## config.mk

```make
export PLATFORM = sky130hd
export DESIGN_NAME = wb_unit
export DESIGN_NICKNAME = d
export VERILOG_FILES = /design/src/rtl/wb_unit.sv
export SDC_FILE = /design/constraint.sdc
export NUM_CORES = 1
export LEC_CHECK = 0
export BUFFER_PORTS_ARGS = -buffer_cell sky130_fd_sc_hd__buf_2
export CORE_MARGIN = 8
export CORE_UTILIZATION = 54
export CTS_CLUSTER_DIAMETER = 60
export CTS_CLUSTER_SIZE = 16
export DETAILED_ROUTE_END_ITERATION = 16
export PLACE_DENSITY_LB_ADDON = 0.05
export SLEW_MARGIN = 0
export SYNTH_ARGS = -nofsm -noshare
export SYNTH_HDL_FRONTEND = slang
export SYNTH_SLANG_ARGS = --single-unit
```

## constraint.sdc

```tcl
create_clock -name clk -period 4.1 [get_ports clk]
set_input_delay 1.23 -clock clk [delete_from_list [all_inputs] [get_ports clk]]
set_output_delay 1.23 -clock clk [all_outputs]
set_load 0.02 [all_outputs]
```

## src/rtl/wb_unit.sv

```systemverilog
// rtl/wb_unit.sv - write-back stage: register-file write port, load wait, halt/timeout tracking
module wb_unit #(
   parameter int DATA_W      = 16,
   parameter int REG_AW      = 4,
   parameter int MEM_TIMEOUT = 15
) (
   input  logic              clk,
   input  logic              rst,
   input  logic              in_valid,
   output logic              in_ready,
   input  logic              in_RegWrite,
   input  logic              in_mem_to_reg,
   input  logic [REG_AW-1:0] in_reg_rd,
   input  logic [DATA_W-1:0] in_alu_result,
   input  logic              in_HALT,
   input  logic [DATA_W-1:0] mem_rdata,
   input  logic              mem_rvalid,
   output logic              RegWrite_out,
   output logic [REG_AW-1:0] reg_rd_wb,
   output logic [DATA_W-1:0] reg_rd_data,
   output logic [REG_AW-1:0] MEM_WB_reg_rd,
   output logic              wb_stall,
   output logic              halted,
   output logic              mem_timeout,
   output logic [15:0]       retired_count
);

   typedef enum logic [1:0] {
      S_IDLE     = 2'd0,
      S_WAIT_MEM = 2'd1,
      S_HALTED   = 2'd2,
      S_ERROR    = 2'd3
   } state_t;

   // Last wait-counter value before a missing rvalid becomes a timeout
   localparam logic [7:0] LP_CNT_LAST = 8'(MEM_TIMEOUT - 1);

   state_t              r_state;
   logic [7:0]          r_wait_cnt;
   logic [REG_AW-1:0]   r_load_rd;
   logic                r_regwrite;
   logic [REG_AW-1:0]   r_rd_wb;
   logic [DATA_W-1:0]   r_rd_data;
   logic                r_halted;
   logic                r_timeout;
   logic [15:0]         r_count;

   logic                w_accept;
   logic                w_is_load;
   logic                w_alu_we;
   logic                w_load_we;

   assign in_ready  = (r_state == S_IDLE) & ~rst;
   assign w_accept  = in_valid & in_ready;
   assign w_is_load = in_mem_to_reg & in_RegWrite;
   // Writes to R0 are dropped but the instruction still retires
   assign w_alu_we  = in_RegWrite & (in_reg_rd != '0);
   assign w_load_we = (r_load_rd != '0);

   // Sequencing of retire, load wait, halt and timeout with registered write-port outputs
   always_ff @(posedge clk or posedge rst) begin
      if (rst) begin
         r_state    <= S_IDLE;
         r_wait_cnt <= '0;
         r_load_rd  <= '0;
         r_regwrite <= 1'b0;
         r_rd_wb    <= '0;
         r_rd_data  <= '0;
         r_halted   <= 1'b0;
         r_timeout  <= 1'b0;
         r_count    <= '0;
      end else begin
         r_regwrite <= 1'b0;
         case (r_state)
            S_IDLE: begin
               if (w_accept) begin
                  if (in_HALT) begin
                     r_state  <= S_HALTED;
                     r_halted <= 1'b1;
                     r_count  <= r_count + 16'd1;
                  end else if (w_is_load) begin
                     r_state    <= S_WAIT_MEM;
                     r_load_rd  <= in_reg_rd;
                     r_wait_cnt <= '0;
                  end else begin
                     r_count <= r_count + 16'd1;
                     if (w_alu_we) begin
                        r_regwrite <= 1'b1;
                        r_rd_wb    <= in_reg_rd;
                        r_rd_data  <= in_alu_result;
                     end
                  end
               end
            end
            S_WAIT_MEM: begin
               if (mem_rvalid) begin
                  r_state <= S_IDLE;
                  r_count <= r_count + 16'd1;
                  if (w_load_we) begin
                     r_regwrite <= 1'b1;
                     r_rd_wb    <= r_load_rd;
                     r_rd_data  <= mem_rdata;
                  end
               end else if (r_wait_cnt == LP_CNT_LAST) begin
                  r_state   <= S_ERROR;
                  r_timeout <= 1'b1;
               end else begin
                  r_wait_cnt <= r_wait_cnt + 8'd1;
               end
            end
            S_HALTED: r_state <= S_HALTED;
            S_ERROR:  r_state <= S_ERROR;
            default:  r_state <= S_IDLE;
         endcase
      end
   end

   assign wb_stall      = (r_state == S_WAIT_MEM);
   // Hazard view: the outstanding load target, else the register being written this cycle
   assign MEM_WB_reg_rd = (r_state == S_WAIT_MEM) ? r_load_rd :
                          (r_regwrite ? r_rd_wb : '0);
   assign RegWrite_out  = r_regwrite;
   assign reg_rd_wb     = r_rd_wb;
   assign reg_rd_data   = r_rd_data;
   assign halted        = r_halted;
   assign mem_timeout   = r_timeout;
   assign retired_count = r_count;

endmodule

```

==> summary.md <==
| Metric | Value |
|---|---|
| Slowest cell on crit path | `dfrtp_1` |
| Layout cells sized above 1 | `0.3165` |
| Post-Syn Area | `2680 um2` |
| Post-synthesis async set-or-reset flop share | `1.000` |
| GP Congestion | `0.8306` |
| Syn nets | `316` |
| CTS H-tree lvls | `2` |
| 1st-pass router iterations | `4` |
| Crit path DAT | `1.80 ns` |
| IO Pins | `88` |
| Post-Synth Simple-Gate Area | `0.2418` |
| Reg2reg end | `retired_count[12]` |
| Postcts setup bufs | `0` |
| Peak supply drop | `195.0 uV` |
| Period minus WS final | `between 3 and 4 ns` |
| GRT overflow | `0` |
| Detailed Route WL | `6196 um` |
| Most frequent cells in the layout | `buf_2, nand2_1, dfrtp_1` |
| First-pass GRT wire length | `about 11000 um` |
| Final setup fails | `0` |
| Max Slew Vio Count | `0` |
| Hold_buf cts | `0` |
| Effective utilization at floorplan | `0.5637` |
| Vias | `2201` |
| Synth warn | `0` |
| CTS tree | `built` |
| Fin. Hold Viols | `0` |
| Initial DRC Count | `58` |
| Rows | `25` |
| Post-Syn Instances | `270` |
| Slew headroom | `0.5115` |
| Port Buffer Count | `87` |
| Number of buffers created by CTS | `5` |
| Worst-Margin Slew | `0.7327 ns` |
| Number of global-route vias before repair | `2207` |
| Max-cap check violation count | `0` |
| Worst Setup End Kind | `primary output` |
| M1 wire length | `2720 um` |
| Sink Count | `53` |
| CTS max path bufs | `2` |
| HPWL after DPL | `4703 um` |
| Post-CTS Resized | `0` |
| Syn_area_per_cell | `9.926 um2` |
| Post-placement setup slack | `1.048 ns` |
| Initial antenna violation count | `0` |
| Largest net degree at the start of global routing | `29` |
| Unrepaired setup endpoints after global routing | `false` |
| FF+latch count, synth | `53` |
| Layout area overhead | `21.20%` |
| Die Area | `7474 um2` |
| Crit path max-delay family | `flip-flops` |
| Residual DRC | `0` |
| Largest family of logic cells by synthesized area | `simple AND/OR/NAND/NOR gates` |
| Leak Pwr | `roughly 0.0019 uW` |
| Post-synthesis xor/xnor area fraction | `0.05182` |
| Final Cycle Share | `0.7379` |
| Peak Freq | `approximately 330 MHz` |
| Setup CP Type | `register to primary output` |
| Multiplexer share of the synthesized area | `0.1050` |
| Die Width | `a little under 90 um` |
| Crit path depth | `5` |
| Setup Total Neg Slack | `0 ns` |
| Clk pin slew, worst setup/hold paths | `0.09 ns` |
| Met3 wire length | `524 um` |
| Post-route ant nets | `0` |
| Setup ws final | `1.075 ns` |
| Clock skew | `0.007438 ns` |
| Synth unique cells | `45` |
| Post-synthesis compound-gate area fraction | `0.05602` |
| Synth Area in Adders | `0.01401` |
| Die H | `86.45 um` |
| Power per cell area | `269.7 nW/um2` |
| Worst-Skew Late Latency | `~0.31 ns` |
| CP Launch Type | `register` |
| Most common cell after layout, fill and taps aside | `buf_2` |
| Top FF cell, synth | `dfrtp_1` |
| Outcome | `completed` |
| Core Area | `~4800 um2` |
| CP cell instances | `nand2b_1 -> buf_4 -> and2_1 -> a22o_1 -> buf_2` |
| Origin of the critical flop-to-flop path | `r_state[0]` |
| Diodes inserted | `0` |
| Routed wire per std cell | `about 15 um` |
| Worst setup startpoint | `r_state[0]` |
| Highest metal used | `met4` |
| EDFF count, synth | `0` |
| CP Max Fanout | `27` |
| Hold crit path type | `register to register` |
| Tot GR Track Use | `0.1743` |
| CP required | `2.87 ns` |
| Clock root buffer | `clkbuf_8` |
| Setup crit end | `MEM_WB_reg_rd[1]` |
| WL met2 | `just under 3000 um` |
| Sequential element share of the synthesized area | `0.4949` |
| # nets final | `~400` |
| FF-to-FF setup slack | `2.02 ns` |
| Peak per-stage delay on the critical path | `0.50 ns` |
| Detailed-route vias per instance | `5.191` |
| Worst r2r path cells | `4` |
| CP bufs+invs | `2` |
## cell usage after synthesis (2+ instances only)
| cell type | number | area (um2) |
|---|---|---|
| nand2b_1 | 2 | 12.51 |
| buf_4 | 3 | 22.52 |
| xnor2_1 | 2 | 17.52 |
| nand2_1 | 76 | 285.3 |
| xor2_1 | 12 | 105.1 |
| dfrtp_1 | 53 | 1326 |
| and4_1 | 3 | 26.28 |
| a31oi_1 | 2 | 12.51 |
| nor4_1 | 8 | 50.05 |
| nand4_1 | 2 | 12.51 |
| and2_1 | 2 | 12.51 |
| and3_1 | 3 | 18.77 |
| mux2_1 | 19 | 214.0 |
| clkbuf_1 | 4 | 15.01 |
| o31ai_1 | 2 | 15.01 |
| or3_1 | 2 | 12.51 |
| a22o_1 | 2 | 17.52 |
| inv_2 | 2 | 7.510 |
| nand3_1 | 16 | 80.08 |
| ha_1 | 3 | 37.54 |
| nor3_1 | 6 | 30.03 |
| nor2_1 | 7 | 26.28 |
| mux2_2 | 6 | 67.56 |
| o21ai_0 | 3 | 15.01 |
| inv_1 | 7 | 26.28 |
| buf_2 | 3 | 15.01 |
| a211o_1 | 2 | 17.52 |
## flip-flops by register name (all words and copies together), names as in the netlist
register and count:
reg_rd_data 16, halted 1, retired_count 16, r_state 2, RegWrite_out 1, reg_rd_wb 4, mem_timeout 1, r_load_rd 4
r_wait_cnt 8
## metrics by stage
step                      hold WS [ns]  power [uW]  utilization  std cells  cell area, um2
final                           0.4669       876.1       0.6832        424            3248
after global routing            0.4794       914.7       0.6832        424            3248
after CTS                       0.4702       885.5       0.6832        424            3248
after detailed placement        0.4503       601.1       0.6655        416            3164
after global placement          0.4462       600.0       0.6655        416            3164
after floorplan                 0.4523       569.5            -        270            2680
## per-layer routing
| metal | vias to the layer above | global-route usage |
|---|---|---|
| met5 | - | 0 |
| met4 | 0 | 0.04851 |
| met3 | 6 | 0.05955 |
| met2 | 73 | 0.2972 |
| met1 | 1028 | 0.2021 |
| li1 | 1094 | - |
## cell families (layout without fill, tap and decap cells)
family	count (synthesis)	after routing
adders and majority gates	3	3
and+or+nand+nor	135	135
DFF	53	53
buffers and inverters	20	107
xor gates and xnor gates	15	15
muxes	25	25
AOI/OAI and AO/OA	19	19
## worst min-delay path by stage
stage | from | to | slack [ns] | depth (start not counted)
CTS | mem_timeout | mem_timeout | 0.47 | 1
floorplan | r_wait_cnt[5] | r_wait_cnt[5] | 0.45 | 1
finish | mem_timeout | mem_timeout | 0.47 | 1
global placement | mem_timeout | mem_timeout | 0.45 | 1
detailed placement | mem_timeout | mem_timeout | 0.45 | 1
global route | mem_timeout | mem_timeout | 0.48 | 1
## where the power goes
| part | switching [uW] | internal [uW] |
|---|---|---|
| combinational | 30.1 | 26.0 |
| sequential | 5.93 | 528 |
| clock | 165 | 121 |
## area by class of cell
class                      instances  area, um2
fill                             398       1506
clock buffer                       7      76.32
clock inverter                     1      7.507
inverter                           9      33.78
multi-input combinational        197       1262
sequential                        53       1326
tap                               67      83.83
timing repair buffer              90      457.9
No activity file was read; power rests on OpenSTA's default activity.
